==> src/rtl/mem_seq_pkg.sv <==
// Shared encodings for the memory access sequencer: op codes, FSM states,
// lane width and the alignment rule used when a request is accepted.
package mem_seq_pkg;

    localparam int LANE_W = 8;

    localparam logic [2:0] OP_LW = 3'd0;
    localparam logic [2:0] OP_LH = 3'd1;
    localparam logic [2:0] OP_LB = 3'd2;
    localparam logic [2:0] OP_SW = 3'd4;
    localparam logic [2:0] OP_SH = 3'd5;
    localparam logic [2:0] OP_SB = 3'd6;

    typedef enum logic [2:0] {
        IDLE    = 3'd0,
        RD_WAIT = 3'd1,
        CAP     = 3'd2,
        WR      = 3'd3,
        DONE    = 3'd4,
        ERR     = 3'd5
    } state_e;

    // High when the request must be rejected: misaligned word/half or reserved op.
    function automatic logic bad_access(input logic [2:0] op, input logic [1:0] off);
        case (op)
            OP_LW, OP_SW: bad_access = (off != 2'b00);
            OP_LH, OP_SH: bad_access = off[0];
            OP_LB, OP_SB: bad_access = 1'b0;
            default:      bad_access = 1'b1;
        endcase
    endfunction

endpackage

==> src/rtl/mem_access_seq_byte_lane_unit.sv <==
// Byte-lane steering shared by the load path (extract + zero-extend) and the
// sub-word store path (merge new lane(s) into the word read from memory).
module byte_lane_unit
    import mem_seq_pkg::*;
(
    input  logic [31:0] i_word,
    input  logic [1:0]  i_offset,
    input  logic [2:0]  i_op,
    input  logic [31:0] i_wdata,
    output logic [31:0] o_load,
    output logic [31:0] o_merged
);

    logic [4:0]        w_bit_base;
    logic [LANE_W-1:0] w_byte;
    logic [15:0]       w_half;

    assign w_bit_base = {i_offset, 3'b000};
    assign w_byte     = i_word[w_bit_base +: LANE_W];
    assign w_half     = i_offset[1] ? i_word[31:16] : i_word[15:0];

    // NOTE: every output gets a default first so no path through the case infers a latch.
    always_comb begin
        o_load   = i_word;
        o_merged = i_word;
        case (i_op)
            OP_LH:   o_load = {16'h0000, w_half};
            OP_LB:   o_load = {24'h00_0000, w_byte};
            OP_SH: begin
                if (i_offset[1]) o_merged[31:16] = i_wdata[15:0];
                else             o_merged[15:0]  = i_wdata[15:0];
            end
            OP_SB:   o_merged[w_bit_base +: LANE_W] = i_wdata[LANE_W-1:0];
            default: ;
        endcase
    end

endmodule

==> src/rtl/mem_access_seq.sv <==
// Multicycle load/store sequencer owning a single-ported memory: read wait
// states, read-modify-write for sub-word stores, misalignment rejection.
module mem_access_seq
    import mem_seq_pkg::*;
#(
    parameter int MEM_LAT = 2
) (
    input  logic        clk,
    input  logic        reset,
    input  logic        req,
    input  logic [2:0]  op,
    input  logic [31:0] addr,
    input  logic [31:0] wdata,
    output logic        busy,
    output logic        done,
    output logic        exc,
    output logic [31:0] rdata,
    output logic [31:0] mem_addr,
    output logic        mem_wr,
    output logic [31:0] mem_wdata,
    input  logic [31:0] mem_rdata
);

    localparam logic [2:0] LAT_INIT = 3'(MEM_LAT - 1);

    state_e      r_state;
    state_e      w_next_state;
    logic [2:0]  r_op;
    logic [1:0]  r_off;
    logic [31:0] r_wdata;
    logic [2:0]  r_cnt;
    logic [31:0] r_rdata;
    logic [31:0] r_mem_addr;
    logic [31:0] r_mem_wdata;
    logic        r_mem_wr;
    logic        w_accept;
    logic        w_sub_store;
    logic [31:0] w_load;
    logic [31:0] w_merged;

    assign w_accept    = (r_state == IDLE) && req;
    assign w_sub_store = (r_op == OP_SH) || (r_op == OP_SB);

    byte_lane_unit u_lanes (
        .i_word   (mem_rdata),
        .i_offset (r_off),
        .i_op     (r_op),
        .i_wdata  (r_wdata),
        .o_load   (w_load),
        .o_merged (w_merged)
    );

    // NOTE: sequential state uses non-blocking assignments so every flop samples pre-edge values.
    always_ff @(posedge clk or posedge reset) begin
        if (reset) r_state <= IDLE;
        else       r_state <= w_next_state;
    end

    always_comb begin
        w_next_state = r_state;
        case (r_state)
            IDLE: begin
                if (req) begin
                    if (bad_access(op, addr[1:0])) w_next_state = ERR;
                    else if (op == OP_SW)          w_next_state = WR;
                    else                           w_next_state = RD_WAIT;
                end
            end
            RD_WAIT: if (r_cnt == 3'd0) w_next_state = CAP;
            CAP:     w_next_state = w_sub_store ? WR : DONE;
            WR:      w_next_state = DONE;
            DONE:    w_next_state = IDLE;
            ERR:     w_next_state = IDLE;
            default: w_next_state = IDLE;
        endcase
    end

    always_comb begin
        busy = (r_state != IDLE);
        done = (r_state == DONE);
        exc  = (r_state == ERR);
    end

    // Datapath registers; mem_wr is a flop so it is exactly the WR cycle and glitch-free.
    always_ff @(posedge clk or posedge reset) begin
        if (reset) begin
            r_op        <= OP_LW;
            r_off       <= 2'b00;
            r_wdata     <= '0;
            r_cnt       <= '0;
            r_rdata     <= '0;
            r_mem_addr  <= '0;
            r_mem_wdata <= '0;
            r_mem_wr    <= 1'b0;
        end else begin
            r_mem_wr <= (w_next_state == WR);
            if (w_accept) begin
                r_op       <= op;
                r_off      <= addr[1:0];
                r_wdata    <= wdata;
                r_mem_addr <= {addr[31:2], 2'b00};
                r_cnt      <= LAT_INIT;
                if (op == OP_SW) r_mem_wdata <= wdata;
            end
            if (r_state == RD_WAIT && r_cnt != 3'd0) r_cnt <= r_cnt - 3'd1;
            if (r_state == CAP) begin
                if (w_sub_store) r_mem_wdata <= w_merged;
                else             r_rdata     <= w_load;
            end
        end
    end

    assign rdata     = r_rdata;
    assign mem_addr  = r_mem_addr;
    assign mem_wr    = r_mem_wr;
    assign mem_wdata = r_mem_wdata;

endmodule

==> config.mk <==
export PLATFORM = sky130hd
export DESIGN_NAME = mem_access_seq
export DESIGN_NICKNAME = d
export VERILOG_FILES = /design/src/rtl/mem_seq_pkg.sv /design/src/rtl/mem_access_seq_byte_lane_unit.sv /design/src/rtl/mem_access_seq.sv
export SDC_FILE = /design/constraint.sdc
export NUM_CORES = 1
export LEC_CHECK = 0
export BUFFER_PORTS_ARGS = -buffer_cell sky130_fd_sc_hd__buf_2
export CAP_MARGIN = 20
export CORE_AREA = 2 2 175 177
export CTS_BUF_LIST = sky130_fd_sc_hd__clkbuf_8
export CTS_CLUSTER_SIZE = 16
export DETAILED_ROUTE_END_ITERATION = 7
export DIE_AREA = 0 0 177 179
export HOLD_SLACK_MARGIN = 0.06
export PLACE_DENSITY_LB_ADDON = 0.3
export SYNTH_ARGS = -nofsm -noshare
export SYNTH_HDL_FRONTEND = slang
export SYNTH_HIERARCHICAL = 1
export SYNTH_SLANG_ARGS = --single-unit
==> constraint.sdc <==
create_clock -name clk -period 5.62 [get_ports clk]
set_input_delay 0.562 -clock clk [delete_from_list [all_inputs] [get_ports clk]]
set_output_delay 0.562 -clock clk [all_outputs]
set_load 0.05 [all_outputs]
==> results.ini, run 1 <==
[pwr]
clkPwrFrac_pct=15.0
comb_power_share_pct=55.7
leakagePower_nw=4.04
power_mw=5.65
intPower_mw=2.57
p_switching_mw=3.08
sequentialPowerShare_pct=29.3
swShare_pct=54.4
power.density_mw_per_mm2=665
ir_worst_vdd_uv=233

[place]
placedCellCount=1275
io_buffers=199
dp_hpwl_um=18200
gp_congestion=0.871

[drt]
wirelength_um=25300
first_iter_violations=476
firstDrtPassIters=5
drtAntennaViolNets=0
via_count=6373
viasPerCell=4.86
routedWlPerCell_um=19.3
remaining_drc_errors=0

[setup_path]
rr_startpoint=r_op[2]
crit_path_start_kind=flop
r2r_cells=3
r2r-end=r_state[2]
rrSetupSlack_ns=2.53
cp.required_ns=5.96
cp-end-kind=flop
worst-setup-path-type=flop to flop
crit_fanout=35
worstPathArrival_ns=3.43

[finish]
multi_input_area_sq_mm=0.00337
post-route-util_pct=28.3
post_layout_nonfiller_instances=1310
fin_nets=1008
drive_above_1_share_pct=33.9
ff_latch_area_sq_mm=0.00305
nFillCells=3221
syn2layout_area_growth_pct=25.1

[die]
die_area_sq_mm=0.0317
coreArea_sq_mm=0.0300
die_h_um=179
io_pins=202
initial_core_util_pct=22.6
num_rows=64
die_x_um=177

[sta]
rsz0062_at_grt=false
slew_headroom_pct=34.0
hold_viol_final=0
whs_ns=0.193
tns_ns=0
setup_viol=0
finalCritPeriodShare_pct=55.1
final.setup_skew_ns=0.0114
timing.fmax_mhz=323
tightest_slew_ns=0.990
drv_slew=0
period_minus_slack_ns=3.09

[cts]
cts_resized=0
cts_hold_buf=0
h-tree-depth=4
post_cts_buffers=0
cts_sinks=122
cts_tree=done
path_clk_slew_ns=0.08
cts_made_buffers=17
cts_max_path_buffers=2
insertion_delay_ns=0.45
root_buffer=clkbuf_8

[yosys]
netlist_area_sq_mm=0.00680
syn_area_per_cell_sq_um=9.27
synthCells=733
yosysWarnings=6

[global_routing]
grt_max_degree=85
grt_first_pass_wirelength_um=38100
grt.overflow.total=0
antenna_found_initial=3
grt_usage_pct=16.0
grt_pass1_vias=6212

[flow_run]
drv_cap=0

[run_status]
outcome=finished clean

[worst_hold_path]
hp-class=input pin to async pin

==> cell type report <==
class	count	share of cell area (%)
antenna	2	0.0589
multi-input combinational	531	39.7
clock buffer	17	2.75
tap	396	5.83
timing repair buffer	210	12.9
sequential	122	35.9
inverter	17	0.780
clock inverter	15	2.06
==> worst max-delay path, cell delays in order, from the launching register on <==
cell and delay [ns]:
dfrtp_1 0.75, clkinv_1 0.96, o21ba_2 0.78, a311o_1 0.44
==> through the flow <==
stage,worst slack (ns),instance area [sq um]
final,2.53,8500
after global routing,2.25,8490
after CTS,2.53,8470
after detailed placement,2.59,8060
after global placement,2.54,8050
after floorplan,1.82,6800
==> state kept, by name, summed over array words and instances, names as in the netlist <==
| signal | flops |
|---|---|
| r_op | 3 |
| r_cnt | 3 |
| r_wdata | 16 |
| mem_addr | 30 |
| mem_wdata | 32 |
| r_off | 2 |
| mem_wr | 1 |
| rdata | 32 |
| r_state | 3 |
==> layout by cell type (no fill, tap or decap), drive strengths merged, types with 9 or more instances in the layout <==
cell type,instances
a31oi,49
nand3,32
nand2,179
dfrtp,122
and2,9
o21ai,45
buf,210
nor4,33
a22o,16
mux2,48
nor2b,28
clkbuf,17
inv,18
==> power by group through the flow <==
| stage | registers, mW | logic (mW) | clock network (mW) |
|---|---|---|---|
| 3_3_place_gp | 1.67 | 3.13 | 0 |
| 4_1_cts | 1.66 | 3.16 | 0.871 |
| 5_1_grt | 1.72 | 3.37 | 0.913 |
| 6_report | 1.66 | 3.15 | 0.846 |
| 2_1_floorplan | 2.64 | 1.37 | 0 |
| 3_5_place_dp | 1.67 | 3.15 | 0 |
==> worst max-delay path by stage <==
stage	end	startpoint	cells after the start	slack, ns
after floorplan	mem_addr[10]	reset	1	1.82
after CTS	mem_wdata[21]	r_op[2]	4	2.53
after global placement	r_state[2]	r_op[2]	3	2.54
after global routing	mem_wdata[25]	r_op[2]	4	2.25
final	r_state[2]	r_op[2]	3	2.53
after detailed placement	mem_wdata[30]	r_op[2]	4	2.59
==> metal layers <==
metal  GRT usage [%]  vias up  wire length, um  part of all wire [%]
li1                -     2948                -                     -
met4            4.24        6              355                   1.4
met5               0        -               45                  0.18
met2            27.0      227            12500                    49
met3            4.37       32             1650                   6.5
met1            20.0     3160            10800                    43
Power figures use the tool's default switching activity.
==> run 2: changes to the inputs <==
ABC_AREA = 1   (was not set)
CORE_AREA = 2 2 189 191   (was 2 2 175 177)
DIE_AREA = 0 0 191 193   (was 0 0 177 179)
clock period = 3.22 ns   (was 5.62 ns; I/O delays follow)
==> run 2 against run 1 <==
Compared with the run above:
- critical path depth up 7
- clock power is 74% higher
- clock skew increased by 0.0069 ns
- first-iteration DRC count rose by 30%
- register-to-register slack lost 1.7 ns
- routed wire length grew 30%
- via count up 34%
- critical path type unchanged
- critical endpoint is now mem_wdata[1]
- largest cell class unchanged
- largest power group unchanged
==> results.ini, run 2 <==
[run_status]
outcome=finished clean  ; unchanged

[worst_hold_path]
hp-class=input pin to flop  ; was input pin to async pin
holdCritStartpoint=wdata[12]
min_to=r_wdata[12]
min_path_cells=3

[drt]
viasPerCell=4.48  ; was 4.86
via_count=8537  ; was 6373
first_iter_violations=618  ; was 476
wirelength_um=32900  ; was 25300 um
routedWlPerCell_um=17.3  ; was 19.3 um
firstDrtPassIters=5  ; unchanged
remaining_drc_errors=0  ; unchanged
drtAntennaViolNets=0  ; unchanged

[finish]
drive_above_1_share_pct=19.7  ; was 33.9%
final_common_cell=nand2_1  ; was buf_2
syn2layout_area_growth_pct=26.0  ; was 25.1%
design_area_sq_mm=0.0101  ; was 0.00850 sq mm
post-route-util_pct=28.8  ; was 28.3%
fin_nets=1540  ; was 1008
final_cell_mix=nand2_1 (607), buf_2 (199), dfrtp_1 (122), nand3_1 (109), inv_1 (99)  ; was buf_2 (200), nand2_1 (179), dfrtp_1 (122), a31oi_1 (49), mux2_2 (48)

[setup_path]
worst-setup-path-type=flop to flop  ; unchanged
worst_path_largest_cell_delay_ns=0.41  ; was 0.96 ns
path_buf_inv=3  ; was 1
cp-end-kind=flop  ; unchanged
rrSetupSlack_ns=0.82  ; was 2.53 ns
rr_startpoint=r_off[0]  ; was r_op[2]
crit_top_cell=nand2_1
cp.required_ns=3.60  ; was 5.96 ns
critPathSlowestCell=ha_1  ; was clkinv_1
worstPathCellList=inv_2 -> ha_1 -> inv_2 -> nand2_1 -> o21ai_0 -> nand2_1 -> nand3_1 -> or2_2 -> nand2_1 -> inv_1  ; was clkinv_1 -> o21ba_2 -> a311o_1
crit_path_start_kind=flop  ; unchanged
worstPathArrival_ns=2.78  ; was 3.43 ns
r2r-end=mem_wdata[1]  ; was r_state[2]
r2r_cells=10  ; was 3
crit_fanout=24  ; was 35
cp_top_family=simple AND/OR/NAND/NOR gates  ; was compound AO/OA/AOI/OAI gates

[cts]
insertion_delay_ns=0.48  ; was 0.45 ns
path_clk_slew_ns=0.09  ; was 0.08 ns
cts_hold_buf=37  ; was 0
h-tree-depth=4  ; unchanged
root_buffer=clkbuf_8  ; unchanged
cts_max_path_buffers=2  ; unchanged
cts_resized=0  ; unchanged
cts_sinks=122  ; unchanged
post_cts_buffers=0  ; unchanged
cts_made_buffers=17  ; unchanged
cts_tree=done  ; unchanged

[die]
io_pins=202  ; unchanged
die_h_um=193  ; was 179 um
die_area_sq_mm=0.0369  ; was 0.0317 sq mm
initial_core_util_pct=22.8  ; was 22.6%
coreArea_sq_mm=0.0350  ; was 0.0300 sq mm
die_x_um=191  ; was 177 um
num_rows=69  ; was 64

[global_routing]
grt_usage_pct=18.0  ; was 16.0%
grt_max_degree=72  ; was 85
grt.overflow.total=0  ; unchanged
grt_pass1_vias=8101  ; was 6212
grt_first_pass_wirelength_um=49700  ; was 38100 um
antenna_found_initial=2  ; was 3

[place]
io_buffers=199  ; unchanged
dp_hpwl_um=24400  ; was 18200 um
gp_congestion=0.950  ; was 0.871
dpl_cell_area_sq_mm=0.00928  ; was 0.00806 sq mm

[pwr]
power_mw=10.7  ; was 5.65 mW
power.density_mw_per_mm2=1070  ; was 665 mW/mm^2
leakagePower_nw=5.58  ; was 4.04 nW
ir_worst_vdd_uv=462  ; was 233 uV

[sta]
tns_ns=0  ; unchanged
period_minus_slack_ns=2.40  ; was 3.09 ns
finalCritPeriodShare_pct=74.6  ; was 55.1%
whs_ns=0.109  ; was 0.193 ns
rsz0062_at_grt=false  ; unchanged
final.setup_skew_ns=0.0183  ; was 0.0114 ns
hold_viol_final=0  ; unchanged
slew_headroom_pct=50.7  ; was 34.0%
drv_slew=0  ; unchanged
tightest_slew_ns=0.737  ; was 0.990 ns
timing.fmax_mhz=416  ; was 323 MHz
setup_viol=0  ; unchanged

[yosys]
netlist_area_sq_mm=0.00799  ; was 0.00680 sq mm
synthCells=1226  ; was 733
yosysWarnings=6  ; unchanged
syn_area_per_cell_sq_um=6.51  ; was 9.27 sq um

[flow_run]
drv_cap=0  ; unchanged

==> run 2: area by class of cell <==
type | count | area, sq um
diodes | 1 | 2.50
clock buffers | 21 | 289
clock inverters | 11 | 120
fillers | 3957 | 24900
inverters | 112 | 424
multi-input cells | 922 | 4070
flip-flops and latches | 122 | 3050
well taps | 461 | 577
repair buffers | 256 | 1530
==> run 2: layer usage <==
metal	share of wire, %	global-route usage, %	vias up
li1	-	-	4230
met2	44	27.0	257
met3	6.1	4.11	28
met1	47	25.4	4022
met4	2.2	6.08	0
met5	0	0	-
==> run 2: worst min-delay path, delay by kind of cell <==
family                 cells  cell delay, ns
buffers and inverters      1            0.10
AND/OR/NAND/NOR            2            0.12
==> run 2: through the flow <==
| step | setup WS [ns] | cells |
|---|---|---|
| floorplan | 1.13 | 1227 |
| global placement | 0.863 | 1836 |
| detailed placement | 0.883 | 1836 |
| CTS | 0.855 | 1905 |
| global route | 0.641 | 1905 |
| finish | 0.817 | 1906 |
==> run 2: power by group <==
part	switching, mW	internal, mW
registers	0.581	2.25
logic	4.89	1.55
clock network	0.708	0.764
==> run 2: worst max path at each step <==
| stage | start | endpoint | slack, ns | depth (start not counted) |
|---|---|---|---|---|
| floorplan | r_off[1] | mem_wdata[3] | 1.13 | 13 |
| global placement | r_off[0] | mem_wdata[5] | 0.86 | 10 |
| detailed placement | r_off[0] | mem_wdata[3] | 0.88 | 10 |
| CTS | r_off[0] | mem_wdata[1] | 0.85 | 10 |
| global route | r_off[0] | mem_wdata[1] | 0.64 | 10 |
| finish | r_off[0] | mem_wdata[1] | 0.82 | 10 |
